File: config.mk
export PLATFORM = sky130hd
export DESIGN_NAME = rw_mem_arbiter
export DESIGN_NICKNAME = d
export VERILOG_FILES = /design/src/rtl/rw_mem_arbiter.sv
export SDC_FILE = /design/constraint.sdc
export NUM_CORES = 1
export LEC_CHECK = 0
export ABC_CLOCK_PERIOD_IN_PS = 2400
export CAP_MARGIN = 5
export CORE_MARGIN = 2
export CORE_UTILIZATION = 37
export CTS_CLUSTER_DIAMETER = 80
export DETAILED_ROUTE_END_ITERATION = 8
export PLACE_DENSITY = 0.94
export SYNTH_ARGS = -nofsm -noshare
export SYNTH_HDL_FRONTEND = slang
export SYNTH_SLANG_ARGS = --single-unit
File: constraint.sdc
create_clock -name Clock -period 2.4 [get_ports Clock]
set_input_delay 0.48 -clock Clock [delete_from_list [all_inputs] [get_ports Clock]]
set_output_delay 0.48 -clock Clock [all_outputs]
set_load 0.01 [all_outputs]
File: src/rtl/rw_mem_arbiter.sv
// Two-client round-robin arbiter/sequencer for a shared synchronous read/write memory.
// Define RW_ARB_FIXED_PRIO_EN to replace round-robin with fixed priority (client 0 wins ties).
module rw_mem_arbiter #(
  parameter int ADDR_W = 4,
  parameter int DATA_W = 8
) (
  input  logic              Clock,
  input  logic              Reset_N,
  input  logic              Req0,
  input  logic              WE0,
  input  logic [ADDR_W-1:0] Addr0,
  input  logic [DATA_W-1:0] WData0,
  output logic              Ack0,
  input  logic              Req1,
  input  logic              WE1,
  input  logic [ADDR_W-1:0] Addr1,
  input  logic [DATA_W-1:0] WData1,
  output logic              Ack1,
  output logic [DATA_W-1:0] RData,
  output logic              Busy,
  output logic [ADDR_W-1:0] Mem_Address,
  output logic [DATA_W-1:0] Mem_Data_In,
  output logic              Mem_WE,
  input  logic [DATA_W-1:0] Mem_Data_Out
);

  typedef enum logic [1:0] {
    IDLE   = 2'd0,
    ACCESS = 2'd1,
    DONE   = 2'd2
  } state_t;

  state_t state;
  logic   grant;
  logic   pick;

`ifdef RW_ARB_FIXED_PRIO_EN
  always_comb begin
    pick = 1'b0;
    if (!Req0 && Req1) pick = 1'b1;
  end
`else
  logic last;

  // On a tie the client that did not win last time is served.
  always_comb begin
    pick = 1'b0;
    if (Req0 && Req1) pick = ~last;
    else if (Req1)    pick = 1'b1;
  end
`endif

  always_ff @(posedge Clock or negedge Reset_N) begin
    if (!Reset_N) begin
      state       <= IDLE;
      grant       <= 1'b0;
      Mem_WE      <= 1'b0;
      Mem_Address <= '0;
      Mem_Data_In <= '0;
`ifndef RW_ARB_FIXED_PRIO_EN
      last        <= 1'b1;
`endif
    end else begin
      case (state)
        IDLE: begin
          if (Req0 || Req1) begin
            grant       <= pick;
            Mem_WE      <= pick ? WE1    : WE0;
            Mem_Address <= pick ? Addr1  : Addr0;
            Mem_Data_In <= pick ? WData1 : WData0;
`ifndef RW_ARB_FIXED_PRIO_EN
            last        <= pick;
`endif
            state       <= ACCESS;
          end
        end
        // Memory performs the latched op on the edge that ends ACCESS.
        ACCESS: begin
          Mem_WE <= 1'b0;
          state  <= DONE;
        end
        DONE:    state <= IDLE;
        default: state <= IDLE;
      endcase
    end
  end

  assign Ack0  = (state == DONE) && !grant;
  assign Ack1  = (state == DONE) &&  grant;
  assign Busy  = (state != IDLE);
  assign RData = (state == DONE) ? Mem_Data_Out : '0;

endmodule

; ---- Yosys cells after proc, flatten, opt, wreduce, memory -nomap -nowiden
; Cells that the tools add are included.
[totals]
ff_bits = 17
out_inout_bits = 24
wordCells = 30
[op_classes]
eq_ne = 3
n_mux = 10
bitwise = 1
reduce_logical = 10
[ops]
columns = cell, count
row1 = 8-bit two-way mux, 2
row2 = 1-bit two-way mux, 4
row3 = 4-bit two-way mux, 1
row4 = 2-bit case mux with 2 select lines, 1
row5 = 2-bit AND reduction, 2
row6 = 2-bit nonzero test, 2
row7 = 1-bit logical AND, 3
row8 = "2-bit by 1-bit == test with 1-bit output, second input constant", 1
row9 = "2-bit == test, second input constant", 1
row10 = 2-bit logical NOT, 1
row11 = 2-bit two-way mux, 1
row12 = "2-bit inequality test, second input constant", 1
row13 = 1-bit case mux with 2 select lines, 1
row14 = 1-bit logical NOT, 1
row15 = 1-bit logical OR, 1
row16 = 1-bit NOT, 1

; ---- Depth between registers and ports, before layout
[depth]
ltp_word = 5
ltp_mapped = 4

; ---- Worst setup path after synthesis
; No wires, ideal clock.
[synth_timing]
path_type = input to register
startpoint = input Req1
endpoint = register Mem_Address[0]
setup_time_ns = 0.125
arrival_time_ns = 1.418
t_required_ns = 2.275
slack_ns = 0.858
cell_stages = 4
path_buffers = 1
cell_sequence = a21bo_2 -> buf_6 -> mux2_4 -> mux2_2
[synth_between]
elab_chain_len = 3
[synth_rtl]
columns = element, line
row1 = from (decl), 14  ; input logic Req1,
row2 = 1-bit two-way mux or 1-bit logical AND (tied branches), "49, 48"
row3 = 1-bit two-way mux, 48  ; if (Req0 && Req1) pick = ~last;
row4 = 4-bit two-way mux, 69  ; Mem_Address <= pick ? Addr1 : Addr0;
row5 = to (signal assigned), 69
row6 = to (decl), 21  ; output logic [ADDR_W-1:0] Mem_Address,
; Several ways; a longest one is shown, not always the timed one.
; A chain may end at the register's enable or synchronous reset.

; ---- Final worst setup path
[layout_timing]
startpoint = register state[0]
endpoint = output RData[4]
[layout_between]
elab_chain_len = 2
[layout_rtl]
columns = element, line
row1 = from (decl), 33  ; state_t state;
row2 = from (signal assigned), 55  ; state <= IDLE;
row3 = from (signal assigned), 74  ; state <= ACCESS;
row4 = from (signal assigned), 80  ; state <= DONE;
row5 = 2-bit == test, 91  ; assign RData = (state == DONE) ? Mem_Data_Out : '0;
row6 = 8-bit two-way mux, 91
row7 = to (decl), 19  ; output logic [DATA_W-1:0] RData,
; Every way passes these cells.

==> impl_metrics.sql <==
INSERT INTO impl_metrics (metric_group, metric, value, unit) VALUES
('timing', 'finalMaxSlewViolations', '0', ''),
('yosys', 'postSynthNetCount', '104', ''),
('pwr', 'static-leakage-power', '0.000663', 'µW'),
('clocking', 'tritoncts_clock_tree', 'done', ''),
('global_routing', 'vias_in_the_first_global_route', '739', ''),
('yosys', 'synth.cells.most_frequent', '16 x sky130_fd_sc_hd__dfrtp_1, 16 x sky130_fd_sc_hd__mux2_2, 9 x sky130_fd_sc_hd__and2_1', ''),
('clocking', 'clkLatencyLatePin', '0.28', 'ns'),
('placement', 'pre_cts_slack', '0.208', 'ns'),
('drt', 'antenna_left', '0', ''),
('pwr', 'clkPwrFrac', '9.5', '%'),
('yosys', 'yosys_register_bits', '17', ''),
('global_routing', 'global_route.usage.total', '15.6', '%'),
('timing', 'worst-slew-pin-transition', '0.703', 'ns'),
('yosys', 'synthDistinctLibCells', '17', ''),
('timing', 'fmax', '0.465', 'GHz'),
('setup_path', 'critical_path.startpoint_type', 'flop', ''),
('placement', 'postPlaceCellArea', '1530', 'µm²'),
('yosys', 'syn-cell-area', '891', 'µm²'),
('setup_path', 'required', '1.92', 'ns'),
('outcome', 'status', 'finished, final reports clean', ''),
('placement', 'post-dp-hpwl', '1740', 'µm'),
('yosys', 'yosysTopAreaCellShare', '44.9', '%'),
('timing', 'fin_ws', '0.249', 'ns'),
('yosys', 'yosys_top_cell_by_area', 'sky130_fd_sc_hd__dfrtp_1', ''),
('timing', 'finalSetupViolCount', '0', ''),
('pwr', 'worst_ir_drop_vdd', '0.646', 'mV'),
('yosys', 'netlist_top_cells_area', 'sky130_fd_sc_hd__dfrtp_1 45%, sky130_fd_sc_hd__mux2_2 20%, sky130_fd_sc_hd__mux2_4 13%', ''),
('die', 'fp.dieArea', '2820', 'µm²'),
('timing', 'timing.hold.ws', '0.465', 'ns'),
('die', 'core-area', '2250', 'µm²'),
('placement', 'gp_congestion', '0.651', ''),
('drt', 'route.vias.total', '747', ''),
('die', 'initial_utilization', '39.5', '%'),
('cells_and_area', 'fraction_of_final_layout_cells_sized_beyond_drive_strength_1', '23.8', '%'),
('timing', 'fin_tns_setup', '0', 'ns'),
('setup_path', 'timing.critical_path.to_type', 'output port', ''),
('drt', 'wl', '2130', 'µm'),
('clocking', 'holdBufCountCts', '0', ''),
('pwr', 'combinational_share_of_power', '57.1', '%'),
('drt', 'drcViolationCount', '0', ''),
('setup_path', 'crit_chain', 'nor2b_2 > and2_1 > clkdlybuf4s50_1', ''),
('timing', 'rsz_0062_raised_after_global_routing', 'false', ''),
('pwr', 'sequentialPowerShare', '33.3', '%'),
('global_routing', 'grt_start_max_net_pins', '18', ''),
('setup_path', 'worst_ep_arrival_time', '1.67', 'ns'),
('die', 'placementRows', '17', ''),
('global_routing', 'gr-total-overflow', '0', ''),
('timing', 'max_slew_margin', '53.0', '%'),
('timing', 'period_share', '89.6', '%'),
('clocking', 'clk_root_buffer_cell', 'sky130_fd_sc_hd__clkbuf_4', ''),
('die', 'die_h', '53.1', 'µm'),
('yosys', 'ys.flop_type', 'sky130_fd_sc_hd__dfrtp_1', ''),
('setup_path', 'critical-path-max-stage-delay', '0.54', 'ns'),
('yosys', 'synth_sequential_area_ratio', '47.9', '%'),
('setup_path', 'timing_worst_setup_path_type', 'flop to output port', ''),
('placement', 'numPortBuffers', '61', ''),
('die', 'die_x_extent', '53.1', 'µm'),
('global_routing', 'grt_pass1_wl', '3110', 'µm'),
('timing', 'post-route-min-period', '2.15', 'ns'),
('cells_and_area', 'antennaDiodeCount', '0', ''),
('clocking', 'cts_inserted_buffers', '3', ''),
('die', 'ports', '62', ''),
('clocking', 'maximum_level_of_the_cts_h_tree', '1', ''),
('setup_path', 'critPathMaxFanout', '10', ''),
('pwr', 'p_int', '1070', 'µW'),
('cells_and_area', 'flow.area_growth_from_synthesis', '74.7', '%'),
('pwr', 'power.density', '1000', 'nW/µm²'),
('drt', 'drt_pre_antenna_iters', '4', ''),
('cells_and_area', 'final_area', '1560', 'µm²'),
('min_path', 'holdCritPathClass', 'flop to flop', ''),
('flow_run', 'drv.max_cap_violation_count', '0', '');
## through the flow
stage,std cells,total power (µW),util (%)
3_3_place_gp,154,1390,67.8
2_1_floorplan,66,957,-
6_report,158,1560,69.0
5_1_grt,158,1660,69.0
4_1_cts,158,1580,68.9
3_5_place_dp,154,1430,67.8
## flip-flops by register name (all words and copies together), names as in the netlist
signal       flops
last             1
Mem_Address      4
Mem_WE           1
state            2
Mem_Data_In      8
grant            1
## worst paths after layout
| kind | start | endpoint | slack, ns | depth (start not counted) |
|---|---|---|---|---|
| worst max-delay path | state[0] | RData[4] | 0.25 | 3 |
| worst min-delay path | state[1] | state[1] | 0.47 | 1 |
| worst max register to register | last | Mem_Data_In[0] | 0.69 | 3 |
| worst min register to register | state[1] | state[1] | 0.47 | 1 |
| max in group asynchronous | Reset_N | Mem_Data_In[7] | 1.35 | 1 |
| min in group asynchronous | Reset_N | Mem_Data_In[3] | 0.61 | 1 |
## placed cells by master, fill, tap and decap left out, types with 2 or more instances in the layout
| cell | instances |
|---|---|
| sky130_fd_sc_hd__clkdlybuf4s50_1 | 61 |
| sky130_fd_sc_hd__dfrtp_1 | 16 |
| sky130_fd_sc_hd__mux2_2 | 16 |
| sky130_fd_sc_hd__and2_1 | 9 |
| sky130_fd_sc_hd__mux2_4 | 8 |
| sky130_fd_sc_hd__clkbuf_4 | 3 |
| sky130_fd_sc_hd__nor2b_1 | 2 |
| sky130_fd_sc_hd__inv_1 | 2 |
| sky130_fd_sc_hd__mux2i_1 | 2 |
## layer usage
metal	track usage (%)	part of all wire, %	vias to the layer above	wire length, µm
met4	8.97	0.89	0	19
met2	30.8	55	33	1170
met3	3.11	8.8	2	188
met5	0	0	-	0
met1	14.3	36	356	760
li1	-	-	356	-
## kinds of logic (layout without fill, tap and decap cells)
kind of cell / count (synthesis) / after routing / synth area share [%]
muxes: 26 / 26 / 36.0
DFF: 17 / 17 / 47.9
buffers and inverters: 4 / 68 / 2.67
and+or+nand+nor: 14 / 14 / 9.55
AOI/OAI and AO/OA: 5 / 5 / 3.93
## worst max-delay path: cells and delay by family (launching register included)
family / cells / cell delay [ns]
buffers and inverters: 1 / 0.54
AND/OR/NAND/NOR: 2 / 0.44
flip-flops: 1 / 0.41
## cell type report
type                       instances  area, µm²
inverter                           2       7.51
tap                               28       35.0
fill                             187        698
multi-input combinational         45        443
timing repair buffer              62        618
sequential                        17        427
clock buffer                       4       26.3
## what timing repair did
action / in CTS / in global routing
resized for setup: 0 / 1
endpoints found under the setup margin: 0 / 1
buffers inserted: 0 / 0
## power by group through the flow
stage	Sequential [µW]	Clock [µW]	Combinational, µW
6_report	521	149	893
5_1_grt	539	168	954
4_1_cts	520	156	904
3_5_place_dp	526	0	903
3_3_place_gp	519	0	874
2_1_floorplan	568	0	389
No activity file was read; power rests on OpenSTA's default activity.
